[src/rtl/elevator_call_scheduler_pkg.sv]
// Shared types for the elevator call scheduler: FSM state encoding,
// travel-direction constants and the floor-index width helper.
package elev_pkg;

    typedef enum logic [2:0] {
        ST_IDLE,
        ST_DISPATCH,
        ST_START,
        ST_WAIT_ACK,
        ST_MOVING,
        ST_SETTLE,
        ST_DOOR,
        ST_FAULT
    } state_e;

    localparam logic DIR_UP   = 1'b0;
    localparam logic DIR_DOWN = 1'b1;

    function automatic int floor_w(input int num_floors);
        return (num_floors < 2) ? 1 : $clog2(num_floors);
    endfunction

endpackage

[src/rtl/elevator_call_scheduler_call_selector.sv]
// Combinational priority finder: nearest pending floor strictly above and
// strictly below the current floor.
module call_selector
    import elev_pkg::*;
#(
    parameter int NUM_FLOORS = 8,
    parameter int FLOOR_W    = floor_w(NUM_FLOORS)
) (
    input  logic [NUM_FLOORS-1:0] pending,
    input  logic [FLOOR_W-1:0]    cur_floor,
    output logic                  above_found,
    output logic [FLOOR_W-1:0]    above_floor,
    output logic                  below_found,
    output logic [FLOOR_W-1:0]    below_floor
);

    always_comb begin
        above_found = 1'b0;
        above_floor = '0;
        below_found = 1'b0;
        below_floor = '0;
        // Scan top-down so the last hit above is the lowest one.
        for (int i = NUM_FLOORS - 1; i >= 0; i--) begin
            if (pending[i] && (i > int'(cur_floor))) begin
                above_found = 1'b1;
                above_floor = i[FLOOR_W-1:0];
            end
        end
        // Scan bottom-up so the last hit below is the highest one.
        for (int i = 0; i < NUM_FLOORS; i++) begin
            if (pending[i] && (i < int'(cur_floor))) begin
                below_found = 1'b1;
                below_floor = i[FLOOR_W-1:0];
            end
        end
    end

endmodule

[src/rtl/elevator_call_scheduler.sv]
// SCAN cab scheduler issuing one relative move at a time to main_motor.
// Define ELEV_SCHED_WATCHDOG_EN to enable the start-acknowledge watchdog.
module elevator_call_scheduler
    import elev_pkg::*;
#(
    parameter int NUM_FLOORS    = 8,
    parameter int DOOR_DWELL    = 50_000_000,
    parameter int SETTLE_CYCLES = 1000,
    parameter int START_TIMEOUT = 1000,
    localparam int FLOOR_W      = floor_w(NUM_FLOORS)
) (
    input  logic                    sched_clk,
    input  logic                    sched_reset_n,
    input  logic [NUM_FLOORS-1:0]   call_req,
    input  logic                    moving_check,
    output logic [NUM_FLOORS-1:0]   call_pending,
    output logic signed [31:0]      floor_move_cnt,
    output logic                    move_stop_start,
    output logic [FLOOR_W-1:0]      current_floor,
    output logic                    sched_dir,
    output logic                    door_open,
    output logic                    sched_fault
);

    state_e                  state_q, state_d;
    logic [NUM_FLOORS-1:0]   pending_q, pending_d, clr_mask;
    logic [31:0]             move_cnt_q, move_cnt_d;
    logic                    start_q, start_d;
    logic [FLOOR_W-1:0]      cur_q, cur_d;
    logic [FLOOR_W-1:0]      target_q, target_d;
    logic [FLOOR_W-1:0]      tgt;
    logic                    dir_q, dir_d;
    logic                    door_q, door_d;
    logic                    fault_q, fault_d;
    logic [31:0]             timer_q, timer_d;

    logic                    above_found, below_found;
    logic [FLOOR_W-1:0]      above_floor, below_floor;

    call_selector #(
        .NUM_FLOORS (NUM_FLOORS),
        .FLOOR_W    (FLOOR_W)
    ) u_call_selector (
        .pending     (pending_q),
        .cur_floor   (cur_q),
        .above_found (above_found),
        .above_floor (above_floor),
        .below_found (below_found),
        .below_floor (below_floor)
    );

    always_comb begin
        state_d    = state_q;
        move_cnt_d = move_cnt_q;
        start_d    = 1'b0;
        cur_d      = cur_q;
        target_d   = target_q;
        dir_d      = dir_q;
        door_d     = door_q;
        fault_d    = fault_q;
        timer_d    = timer_q;
        tgt        = target_q;
        clr_mask   = '0;

        case (state_q)
            ST_IDLE: begin
                if (pending_q[cur_q]) begin
                    state_d = ST_DOOR;
                    door_d  = 1'b1;
                    timer_d = '0;
                end else if (|pending_q) begin
                    state_d = ST_DISPATCH;
                end
            end
            ST_DISPATCH: begin
                // Keep sweeping in the current direction; reverse only when it is exhausted.
                if (dir_q == DIR_UP) begin
                    if (above_found) begin
                        tgt = above_floor;
                    end else begin
                        tgt   = below_floor;
                        dir_d = DIR_DOWN;
                    end
                end else begin
                    if (below_found) begin
                        tgt = below_floor;
                    end else begin
                        tgt   = above_floor;
                        dir_d = DIR_UP;
                    end
                end
                if (above_found || below_found) begin
                    target_d   = tgt;
                    move_cnt_d = 32'(tgt) - 32'(cur_q);
                    start_d    = 1'b1;
                    state_d    = ST_START;
                end else begin
                    dir_d   = dir_q;
                    state_d = ST_IDLE;
                end
            end
            ST_START: begin
                state_d = ST_WAIT_ACK;
                timer_d = '0;
            end
            ST_WAIT_ACK: begin
                if (moving_check) begin
                    state_d = ST_MOVING;
`ifdef ELEV_SCHED_WATCHDOG_EN
                end else if (timer_q == 32'(START_TIMEOUT - 1)) begin
                    state_d = ST_FAULT;
                    fault_d = 1'b1;
                end else begin
                    timer_d = timer_q + 32'd1;
`endif
                end
            end
            ST_MOVING: begin
                if (!moving_check) begin
                    state_d = ST_SETTLE;
                    timer_d = '0;
                end
            end
            ST_SETTLE: begin
                // Any re-rise is an overshoot correction: arrival needs a clean idle run.
                if (moving_check) begin
                    state_d = ST_MOVING;
                end else if (timer_q == 32'(SETTLE_CYCLES - 1)) begin
                    state_d = ST_DOOR;
                    cur_d   = target_q;
                    door_d  = 1'b1;
                    timer_d = '0;
                end else begin
                    timer_d = timer_q + 32'd1;
                end
            end
            ST_DOOR: begin
                if (call_req[cur_q]) begin
                    timer_d = '0;
                end else if (timer_q == 32'(DOOR_DWELL - 1)) begin
                    state_d = ST_IDLE;
                    door_d  = 1'b0;
                end else begin
                    timer_d = timer_q + 32'd1;
                end
            end
            ST_FAULT: begin
                state_d = ST_FAULT;
            end
            default: begin
                state_d = ST_IDLE;
            end
        endcase

        // The floor whose door is (or is about to be) open never holds a call.
        if (state_d == ST_DOOR) begin
            clr_mask[cur_d] = 1'b1;
        end
        pending_d = (pending_q | call_req) & ~clr_mask;
    end

    always_ff @(posedge sched_clk) begin
        if (!sched_reset_n) begin
            state_q    <= ST_IDLE;
            pending_q  <= '0;
            move_cnt_q <= '0;
            start_q    <= 1'b0;
            cur_q      <= '0;
            target_q   <= '0;
            dir_q      <= DIR_UP;
            door_q     <= 1'b0;
            fault_q    <= 1'b0;
            timer_q    <= '0;
        end else begin
            state_q    <= state_d;
            pending_q  <= pending_d;
            move_cnt_q <= move_cnt_d;
            start_q    <= start_d;
            cur_q      <= cur_d;
            target_q   <= target_d;
            dir_q      <= dir_d;
            door_q     <= door_d;
            fault_q    <= fault_d;
            timer_q    <= timer_d;
        end
    end

    assign call_pending    = pending_q;
    assign floor_move_cnt  = $signed(move_cnt_q);
    assign move_stop_start = start_q;
    assign current_floor   = cur_q;
    assign sched_dir       = dir_q;
    assign door_open       = door_q;
    assign sched_fault     = fault_q;

endmodule

[config.mk]
export PLATFORM = sky130hd
export DESIGN_NAME = elevator_call_scheduler
export DESIGN_NICKNAME = d
export VERILOG_FILES = /design/src/rtl/elevator_call_scheduler_pkg.sv /design/src/rtl/elevator_call_scheduler_call_selector.sv /design/src/rtl/elevator_call_scheduler.sv
export SDC_FILE = /design/constraint.sdc
export NUM_CORES = 1
export LEC_CHECK = 0
export ABC_AREA = 1
export BUFFER_PORTS_ARGS = -buffer_cell sky130_fd_sc_hd__buf_2
export CORE_ASPECT_RATIO = 0.7
export CORE_MARGIN = 5
export CORE_UTILIZATION = 64
export DETAILED_ROUTE_END_ITERATION = 7
export HOLD_SLACK_MARGIN = 0.15
export MAX_ROUTING_LAYER = met4
export PLACE_DENSITY = 0.95
export SLEW_MARGIN = 30
export SYNTH_ARGS = -nofsm -noshare
export SYNTH_HDL_FRONTEND = slang
export SYNTH_HIERARCHICAL = 1
export SYNTH_SLANG_ARGS = --single-unit
[constraint.sdc]
create_clock -name sched_clk -period 4.4 [get_ports sched_clk]
set_input_delay 0.22 -clock sched_clk [delete_from_list [all_inputs] [get_ports sched_clk]]
set_output_delay 0.22 -clock sched_clk [all_outputs]
set_load 0.1 [all_outputs]
# Yosys cells after proc, flatten, opt, wreduce, memory -nomap -nowiden
# Index checks and enable logic that the tools add are counted.
[word_totals]
output_inout_bits = 47
inputBits = 11
regBits = 84
word_cells = 140
[op_classes]
n_addsub = 2
n_lt_le_gt_ge = 17
eq_ne = 17
n_bitwise = 3
muxes = 68
reduce_logical = 24
[ops]
columns = ["cell", "count"]
rows = [
  ["2-to-1 mux 32 bit", 6],
  ["case mux 32 bit (5 select lines)", 1],
  ["2-to-1 mux 3 bit", 25],
  ["adder 32 x 1 -> 32 bit (second input constant)", 1],
  ["equality test 32 x 10 -> 1 bit (second input constant)", 1],
  ["equality test 32 x 26 -> 1 bit (second input constant)", 1],
  ["2-to-1 mux 1 bit", 27],
  ["case mux 3 bit (8 select lines)", 1],
  ["equality test 3 bit (second input constant)", 5],
  ["logical AND 1 bit", 15],
  ["greater-than comparator 3 bit (first input constant)", 4],
  ["inequality test 2 bit (second input constant)", 6],
  ["< comparator 3 bit (first input constant)", 3],
  ["AND 8 bit", 1],
  ["< comparator 3 x 4 -> 1 bit (second input constant)", 2],
  ["2-to-1 mux 8 bit", 1],
  ["NOT 8 bit", 1],
  ["bitwise OR 8 bit", 1],
  ["OR reduction 8 bit", 1],
  ["binary-select mux 1 bit (select 3 bit)", 2],
  ["equality test 3 x 2 -> 1 bit (second input constant)", 2],
  ["greater-than comparator 2 x 3 -> 1 bit (first input constant)", 2],
  ["< comparator 1 x 3 -> 1 bit (first input constant)", 2],
  ["< comparator 2 x 3 -> 1 bit (first input constant)", 2],
  ["other kinds (15)", 18],
]

# Longest topological paths before layout
# Gate-level depths: netlist of run 1.
[depth]
word_depth = 16
depth_mapped = 17
depth_no_buf = 17

# By module
# The synthesis of run 1 kept the hierarchy.
[modules_own_cells]
columns = ["mod", "area_each_um2", "instances", "cells_each"]
rows = [
  ["elevator_call_scheduler", 4324.1, 1, 724],
  ["call_selector", 234.0, 1, 52],
]

# Least setup slack after synthesis of run 1
# Ideal clock, no wire load.
[synth_path]
path_type = "register to register"
startpoint = "register cur_q[1] (netlist: current_floor[1])"
endpoint = "register move_cnt_q[2] (netlist: floor_move_cnt[2])"
path_stages_with_launch = 16
setup_time_ps = 71
n_path_buf = 0
setup_slack_ps = 1273
arrival_time_ps = 3056
cell_sequence = "dfxtp_1 > nand2_2 > inv_1 > nand3_1 > nand3_2 > nor2_1 > o21ai_1 > inv_1 > nand2_1 > o21a_1 > inv_1 > o21ai_0 > inv_1 > fa_1 > xor2_1 > a21oi_1"
[synth_between]
word_cells_on_any_way = 62
[synth_lines]
columns = ["item", "line_no", "rtl"]
rows = [
  ["from (decl)", "elevator_call_scheduler.sv:29", "logic [FLOOR_W-1:0] cur_q, cur_d;"],
  ["from (signal assigned)", "elevator_call_scheduler.sv:179", "cur_q <= cur_d;"],
  ["< comparator 3 bit", "elevator_call_scheduler_call_selector.sv:31", "if (pending[i] && (i < int'(cur_floor))) begin"],
  ["logical AND 1 bit", "elevator_call_scheduler_call_selector.sv:31", ""],
  ["2-to-1 mux 3 bit (2 in series)", "elevator_call_scheduler_call_selector.sv:31", ""],
  ["2-to-1 mux 3 bit (*)", "elevator_call_scheduler_call_selector.sv:31", ""],
  ["via below_floor[2]", "elevator_call_scheduler.sv:38", "logic [FLOOR_W-1:0] above_floor, below_floor;"],
  ["2-to-1 mux 3 bit (on tied branches)", "elevator_call_scheduler.sv:78, elevator_call_scheduler.sv:85", ""],
  ["2-to-1 mux 3 bit (*)", "elevator_call_scheduler.sv:77", "if (dir_q == DIR_UP) begin"],
  ["2-to-1 mux 3 bit (*)", "elevator_call_scheduler.sv:65", "case (state_q)"],
  ["subtractor 3 x 3 -> 4 bit (*)", "elevator_call_scheduler.sv:94", "move_cnt_d = 32'(tgt) - 32'(cur_q);"],
  ["to (signal assigned)", "elevator_call_scheduler.sv:177", "move_cnt_q <= move_cnt_d;"],
  ["to (decl)", "elevator_call_scheduler.sv:27", "logic [31:0] move_cnt_q, move_cnt_d;"],
]
# The timed path passes the listed nets; every way through them passes the cells marked *. The select of a mux whose other input is x is not followed.
# A chain may end at the register's enable or synchronous reset.

# Worst setup path in the final report of run 1
[layout_path]
startpoint = "register cur_q[0] (netlist: current_floor[0])"
endpoint = "register timer_q[2]"
[layout_between]
elab_chain_cells = 4
word_cells_on_any_way = 9
[layout_rtl]
columns = ["item", "line_no", "rtl"]
rows = [
  ["binary-select mux 1 bit (select 3 bit) (on tied branches)", "elevator_call_scheduler.sv:138, elevator_call_scheduler.sv:67", ""],
  ["2-to-1 mux 1 bit (on tied branches)", "elevator_call_scheduler.sv:138, elevator_call_scheduler.sv:67", ""],
  ["inequality test 3 bit (no line) (tied with other cells)", "--", ""],
  ["AND reduction 5 bit (no line) / case mux 32 bit (5 select lines) (equally long branches)", "--", ""],
  ["to (signal assigned)", "elevator_call_scheduler.sv:184", "timer_q <= timer_d;"],
  ["to (decl)", "elevator_call_scheduler.sv:35", "logic [31:0] timer_q, timer_d;"],
]
# Several ways; a longest one is shown, not always the timed one. The select of a mux whose other input is x is not followed.

==> results of run 1 <==
## layer usage
metal | share of wire, % | vias to the layer above
met1 | 47 | 2310
li1 | - | 2475
met4 | 0.78 | 0
met5 | 0 | -
met2 | 38 | 286
met3 | 14 | 16
## report_power, final
| part | total [uW] | internal [uW] | switching (uW) | leakage, uW |
|---|---|---|---|---|
| logic | 1710 | 254 | 1450 | 0.00160 |
| clock network | 396 | 224 | 171 | 0.0000642 |
| registers | 668 | 567 | 101 | 0.000456 |
| total | 2770 | 1050 | 1730 | 0.00212 |
## final cells by class
class	count	area share [%]
clock buffers	5	1.45
well taps	94	2.47
multi-input cells	588	58.5
clock inverters	2	1.26
repair buffers	58	6.21
inverters	82	6.52
flip-flops and latches	56	23.6
## registers in the layout, summed over array words and instances, names as in the netlist
register         cells
timer_q             32
call_pending         8
floor_move_cnt       4
current_floor        3
state_q              3
target_q             3
door_open            1
move_stop_start      1
sched_dir            1
## logic make-up after synthesis
logic type | Yosys count | synth area share [%]
AND/OR/NAND/NOR | 492 | 47.8
buffers and inverters | 132 | 14.3
AO/OA/AOI/OAI | 83 | 10.3
flip-flops | 56 | 24.6
XOR/XNOR | 7 | 1.35
adder cells (fa/ha/maj) | 5 | 1.54
other | 1 | 0.0823
## how the worst max path moves through the flow
stage	endpoint	slack [ps]	cells past startpoint
CTS	timer_q[2]	1620	11
global placement	timer_q[3]	1740	11
finish	timer_q[2]	1550	11
global route	timer_q[2]	1330	11
floorplan	floor_move_cnt[2]	1270	15
detailed placement	timer_q[2]	1620	11
## per-stage QoR
| step | cells | hold slack [ps] |
|---|---|---|
| 2_1_floorplan | 776 | 429 |
| 4_1_cts | 885 | 221 |
| 3_3_place_gp | 878 | 485 |
| 6_report | 885 | 227 |
| 5_1_grt | 885 | 218 |
| 3_5_place_dp | 878 | 487 |
## critical path, delay by kind of cell, from the launching register on
kind | cells | cell delay (ps)
and+or+nand+nor | 9 | 1640
DFF | 1 | 680
buffers and inverters | 2 | 410
## layout by cell type (no fill, tap or decap), types with 8 or more instances in the layout
master	instances
a21oi_1	28
a21oi_2	8
buf_2	56
dfxtp_1	56
inv_1	70
inv_2	10
nand2_1	225
nand2_2	8
nand3_1	85
nand4_1	14
nor2_1	111
nor2_2	8
nor3_1	21
o21ai_0	34
==> flow_summary.json, run 1 <==
{
  "cp-end-kind": "register",
  "yosysMostFrequentCell": "nand2_1",
  "met1_usage_pct": 46.4,
  "slowest_stage": "dfxtp_1",
  "required_ps": 4610,
  "gp_congestion": 1.04,
  "cts_hold_buf": 0,
  "synth-seq-area-share_pct": 24.6,
  "crit_chain": "inv_4, nand2_1, nand3_1, nand3_1, nand2_2, nand3_1, nand2_2, inv_2, nand3_1, nand2_1, nor2_1",
  "io_buffers": 56,
  "multi_input_area_um2": 2790,
  "synth.area.top_cells": "dfxtp_1, nand2_1, nand3_1, nor2_1, inv_1",
  "drc": 0,
  "grt_pass1_vias": 4402,
  "cts_num_sinks": 56,
  "post_drt_wl_per_cell_um": 15.7,
  "worstSetupPathType": "register to register",
  "status": "complete, no violations",
  "synth.avg_cell_area_um2": 5.87,
  "antenna_found_initial": 0,
  "drive_gt1_share_pct": 14.3,
  "slew_headroom_pct": 40.3,
  "grt.total_usage_pct": 32.2,
  "r2r_setup_slack_ps": 1550,
  "grt_overflow": 0,
  "root_buffer": "clkbuf_8",
  "vias": 5087,
  "synth_commonest_cells": "nand2_1, nor2_1, nand3_1",
  "core_um2": 6850,
  "drv_slew": 0,
  "post-cts-setup-buffer-count": 0,
  "synth.distinct_cells": 44,
  "die_w_um": 111,
  "synth_top_cell_area_share_pct": 24.6,
  "final_util_pct": 69.5,
  "regArea_um2": 1120,
  "antenna_cells": 0,
  "clk_latency_ps": 320,
  "busiest_layer": "met1",
  "h-tree-depth": 2,
  "syn_inst": 776,
  "max_freq_ghz": 0.351,
  "crit_top_cell": "nand3_1",
  "leakagePower_uw": 0.00212,
  "worstReg2RegStart": "current_floor[0]",
  "grt_use_met2_pct": 43.9,
  "nets": 807,
  "start_util_pct": 66.5,
  "path_max_fanout": 21,
  "period_needed_ps": 2850,
  "synth-edff-count": 0,
  "hold_viol_final": 0,
  "cp.arrival_ps": 3070,
  "critPathLaunchType": "register",
  "clockBufferDepth": 2,
  "drt-total-wl_um": 13900,
  "cts-buffers-inserted": 5,
  "finish.instance_area_um2": 4760,
  "die_area_um2": 8940,
  "irDropWorstVdd_mv": 0.725,
  "hold_path_class": "primary input to register",
  "yosys.area.top_type": "dfxtp_1",
  "min_to": "call_pending[6]",
  "finalPower_uw": 2770,
  "drt-pass1-iter-count": 5,
  "met3_usage_pct": 11.0,
  "hp-start": "call_req[6]",
  "critPathLaunch": "current_floor[0]",
  "holdPathStages": 3,
  "setup_viol": 0,
  "die_h_um": 80.6,
  "dpl.hpwl_um": 10800,
  "p_per_area_nw_per_um2": 583,
  "syn2layout_area_growth_pct": 4.39,
  "setup_ws_ps": 1550,
  "num_rows": 25,
  "synth_seq_cells": 56,
  "ctsResizeCount": 0,
  "finalSetupTns_ps": 0,
  "avgViaCountPerCell": 5.75,
  "drtAntennaViolNets": 0,
  "n_fill_cell": 617,
  "yosysWarningCount": 6,
  "skew_ps": 9.25,
  "worstMarginPinSlew_ps": 894,
  "syn_area_um2": 4560,
  "place_area_um2": 4630,
  "maxCapViolCount": 0,
  "synth_ff_type": "dfxtp_1",
  "async_reset_ff_share_pct": 0,
  "grt_pass1_wl_um": 22300,
  "cts_tree": "done",
  "top_level_ports": 58,
  "finalCritPeriodShare_pct": 64.8,
  "syn_nets": 792,
  "grt_max_degree": 40,
  "r2r_cells": 11,
  "drtIter0Drc": 564,
  "detailedPlace.worstSlack_ps": 1620,
  "r2r-end": "timer_q[2]",
  "critPathMaxStageDelay_ps": 680,
  "rsz0062_at_grt": "no",
  "path_clk_slew_ps": 100
}
Power figures use the tool's default switching activity.
==> run 2: changes to the inputs <==
CORE_UTILIZATION = 59   (was 64)
PLACE_DENSITY = 0.9   (was 0.95)
clock period = 2.8 ns   (was 4.4 ns; I/O delays follow)
==> flow_summary.json, run 2 (same netlist as run 1, synthesis figures left out) <==
{
  "nets": 821,
  "leakagePower_uw": 0.00218,
  "grt_overflow": 0,
  "power.net_switching_uw": 2750,
  "critPathLaunch": "current_floor[2]",
  "drt-total-wl_um": 14400,
  "worstMarginPinSlew_ps": 984,
  "cp_num_buf_inv": 4,
  "drv_slew": 0,
  "drtIter0Drc": 675,
  "max_freq_ghz": 0.389,
  "r2r_cells": 15,
  "rsz0062_at_grt": "no",
  "clockBufferDepth": 2,
  "grt_pass1_wl_um": 23400,
  "antenna_cells": 0,
  "largest_reg_flops": 32,
  "dpl.hpwl_um": 11000,
  "seqPwrFrac_pct": 24.2,
  "grt_pass1_vias": 4724,
  "r2r_setup_slack_ps": 230,
  "clkPwrFrac_pct": 11.0,
  "slowest_stage": "dfxtp_2",
  "period_needed_ps": 2570,
  "num_rows": 26,
  "path_max_fanout": 11,
  "required_ps": 3060,
  "drc": 0,
  "skew_ps": 12.5,
  "place_area_um2": 4690,
  "drive_gt1_share_pct": 15.8,
  "cts-buffers-inserted": 5,
  "final_common_cell": "nand2_1",
  "cp.arrival_ps": 2830,
  "r2r-end": "floor_move_cnt[2]",
  "antenna_found_initial": 0,
  "die_area_um2": 9610,
  "cts_tree": "done",
  "io_buffers": 56,
  "crit_end": "floor_move_cnt[2]",
  "grt.total_usage_pct": 30.7,
  "top_layer_used": "met4",
  "root_buffer": "clkbuf_8",
  "core_um2": 7420,
  "worstReg2RegStart": "current_floor[2]",
  "cp_top_family": "compound AO/OA/AOI/OAI gates",
  "cp-end-kind": "register",
  "maxCapViolCount": 0,
  "critPathLaunchType": "register",
  "finish.instance_area_um2": 4860,
  "crit_chain": "nand2_2, inv_1, nand3_1, nand3_2, nor2_1, o21ai_1, inv_1, nand2_1, o21a_1, inv_1, o21ai_0, inv_1, fa_1, xor2_1, a21oi_1",
  "top_level_ports": 58,
  "post_drt_wl_per_cell_um": 15.9,
  "hold_viol_final": 0,
  "irDropWorstVdd_mv": 1.28,
  "cts_num_sinks": 56,
  "drt-pass1-iter-count": 5,
  "wl_met1_um": 6550,
  "cp_num_cells": 15,
  "finalCritPeriodShare_pct": 91.9,
  "internal-power_uw": 1560,
  "worstSetupPathType": "register to register",
  "avgViaCountPerCell": 5.74,
  "post-cts-setup-buffer-count": 0,
  "p_per_area_nw_per_um2": 886,
  "dr_wl_met2_um": 5440,
  "critPathMaxStageDelay_ps": 480,
  "grt_max_degree": 31,
  "p_sw_share_pct": 63.9,
  "slew_headroom_pct": 34.3,
  "syn2layout_area_growth_pct": 6.70,
  "die_h_um": 83.5,
  "dr_wl_met3_um": 2170,
  "crit_top_cell": "inv_1",
  "die_w_um": 115,
  "gp_congestion": 1.06,
  "layout_common_cells": "nand2_1, nor2_1, nand3_1",
  "path_clk_slew_ps": 110,
  "largest_register": "timer_q",
  "h-tree-depth": 2,
  "setup_viol": 0,
  "power_frac_comb_pct": 64.8,
  "hold_path_class": "primary input to register",
  "start_util_pct": 61.5,
  "status": "complete, no violations",
  "vias": 5189,
  "drtAntennaViolNets": 0,
  "clk_latency_ps": 330,
  "finalSetupTns_ps": 0
}
## run 2: worst min-delay path by stage
stage / startpoint / endpoint / slack [ps] / cells past startpoint
detailed placement: call_req[6] / call_pending[6] / 460 / 3
global route: sched_reset_n / door_open / 320 / 4
CTS: sched_reset_n / door_open / 300 / 4
global placement: call_req[0] / call_pending[0] / 450 / 3
finish: sched_reset_n / door_open / 320 / 4
floorplan: call_req[1] / call_pending[1] / 350 / 2
## run 2: routing by layer
| metal | vias to the layer above | GRT usage, % |
|---|---|---|
| li1 | 2509 | - |
| met1 | 2299 | 45.6 |
| met2 | 353 | 40.8 |
| met3 | 28 | 8.55 |
| met4 | 0 | 6.93 |
| met5 | - | - |
## run 2: tightest hold or removal path, cell delays in order
cell     delay (ps)
buf_2           100
buf_4           220
nand2_1         100
nor2_1           40
## run 2: power by group through the flow
stage	registers [uW]	logic [uW]	clock network, uW
floorplan	1310	2290	0
global placement	1050	2720	0
detailed placement	1060	2750	0
CTS	1040	2760	483
global route	1060	2930	519
finish	1040	2790	474
## run 2: area by class of cell
class                           count  area, um^2
Multi-Input combinational cell    588        2790
Fill cell                         691        2550
Sequential cell                    56        1130
Timing Repair Buffer               72         420
Inverter                           82         310
Tap cell                           98         123
Clock buffer                        6        82.6
Clock inverter                      2        10.0
## run 2: timing repair
action	4_1_cts	5_1_grt
gates resized for setup	0	1
setup endpoints to repair	0	2
hold buffers	8	0
endpoints found under the hold margin	8	0
## run 2: per-stage QoR
stage                     util, %  worst slack [ps]  hold slack (ps)  std cells  total power, uW
final                        65.6               228              317        904             4310
after global routing         65.6              14.6              323        904             4510
after CTS                    65.5               207              301        904             4290
after detailed placement     63.2               247              463        888             3810
after global placement       63.2               429              455        888             3770
after floorplan                 -              24.3              349        776             3600
==> run 3: changes to the inputs <==
RECOVER_POWER = 25   (was default)
==> flow_summary.json, run 3 (same netlist as run 1, synthesis figures left out) <==
{
  "finalCritPeriodShare_pct": 92.1,
  "root_buffer": "clkbuf_8",
  "grt_pass1_vias": 4724,
  "final_util_pct": 65.1,
  "setup_viol": 0,
  "drt-pass1-iter-count": 5,
  "cp-end-kind": "register",
  "p_per_area_nw_per_um2": 889,
  "rsz0062_at_grt": "no",
  "place_area_um2": 4690,
  "avgViaCountPerCell": 5.81,
  "path_max_fanout": 11,
  "grt.total_usage_pct": 30.7,
  "required_ps": 3060,
  "post-cts-setup-buffer-count": 0,
  "finalSetupTns_ps": 0,
  "power_frac_comb_pct": 64.6,
  "clockBufferDepth": 2,
  "final_common_cell": "nand2_1",
  "path_clk_slew_ps": 110,
  "largest_register": "timer_q",
  "worstSetupPathType": "register to register",
  "gp_congestion": 1.06,
  "drive_gt1_share_pct": 12.7,
  "maxCapViolCount": 0,
  "internal-power_uw": 1530,
  "core_um2": 7420,
  "grt_max_degree": 31,
  "dpl.hpwl_um": 11000,
  "grt_overflow": 0,
  "grt_pass1_wl_um": 23400,
  "cp.arrival_ps": 2840,
  "die_w_um": 115,
  "start_util_pct": 61.5,
  "max_freq_ghz": 0.388,
  "nets": 821,
  "post_drt_wl_per_cell_um": 15.9,
  "hold_viol_final": 0,
  "top_layer_used": "met4",
  "num_rows": 26,
  "skew_ps": 13.1,
  "slew_headroom_pct": 18.7,
  "largest_reg_flops": 32,
  "die_h_um": 83.5,
  "period_needed_ps": 2580,
  "cts-buffers-inserted": 5,
  "layout_common_cells": "nand2_1, nor2_1, nand3_1",
  "n_fill_cell": 709,
  "status": "complete, no violations",
  "antenna_found_initial": 0,
  "final_cells": 904,
  "antenna_cells": 0,
  "dr_wl_met3_um": 2250,
  "irDropWorstVdd_mv": 1.26,
  "vias": 5250,
  "die_area_um2": 9610,
  "finish.instance_area_um2": 4830,
  "drtAntennaViolNets": 0,
  "finalPower_uw": 4300,
  "drt-total-wl_um": 14400,
  "p_sw_share_pct": 64.3,
  "drv_slew": 0,
  "critPathLaunchType": "register",
  "power.net_switching_uw": 2760,
  "seqPwrFrac_pct": 24.3,
  "syn2layout_area_growth_pct": 6.01,
  "drtIter0Drc": 693,
  "clk_latency_ps": 330,
  "clkPwrFrac_pct": 11.0,
  "dp_cells": 888,
  "dr_wl_met2_um": 5520,
  "worstMarginPinSlew_ps": 1230,
  "wl_met1_um": 6460,
  "cts_num_sinks": 56,
  "top_level_ports": 58,
  "h-tree-depth": 2,
  "hold_path_class": "primary input to register",
  "cts_tree": "done",
  "io_buffers": 56,
  "leakagePower_uw": 0.00208,
  "drc": 0
}
run 3: layer usage:
metal,vias to the layer above,global-route usage (%)
met4,0,6.93
li1,2510,-
met1,2355,45.6
met5,-,-
met3,22,8.55
met2,363,40.8
run 3: layout make-up:
class	instances	area (um^2)	share of cell area (%)
Multi-Input combinational cell	588	2790	57.6
Inverter	82	310	6.42
Timing Repair Buffer	72	389	8.05
Tap cell	98	123	2.54
Clock inverter	2	10.0	0.207
Clock buffer	6	82.6	1.71
Sequential cell	56	1130	23.4
run 3: final timing paths:
path / end / from / depth (start not counted) / slack [ps]
setup reg to reg: floor_move_cnt[2] / current_floor[2] / 15 / 220
setup / recovery: floor_move_cnt[2] / current_floor[2] / 15 / 220
hold reg to reg: timer_q[31] / timer_q[31] / 2 / 500
hold / removal: door_open / sched_reset_n / 4 / 320
run 3: timing repair:
| item | CTS | global route |
|---|---|---|
| hold buffers | 8 | 0 |
| setup endpoints to repair | 0 | 2 |
| resized for setup | 0 | 1 |
| endpoints found under the hold margin | 8 | 0 |
run 3: per-stage QoR:
step / hold slack [ps] / worst slack [ps]
after floorplan: 349 / 24.3
after global placement: 455 / 429
after detailed placement: 463 / 247
after CTS: 301 / 207
after global routing: 323 / 12.0
final: 319 / 221
run 3: critical path, cell delays in order (launching register included):
cell	delay [ps]
dfxtp_2	480
nand2_2	110
inv_1	100
nand3_1	140
nand3_2	110
nor2_1	40
o21ai_1	70
inv_1	70
nand2_1	60
o21a_1	190
inv_1	100
o21ai_0	230
inv_1	110
fa_1	410
xor2_1	150
a21oi_1	130
run 3: power by group through the flow:
stage	Sequential [uW]	Combinational, uW	Clock, uW
after global placement	1050	2720	0
after floorplan	1310	2290	0
after detailed placement	1060	2750	0
after global routing	1070	2910	519
final	1050	2780	473
after CTS	1040	2760	483
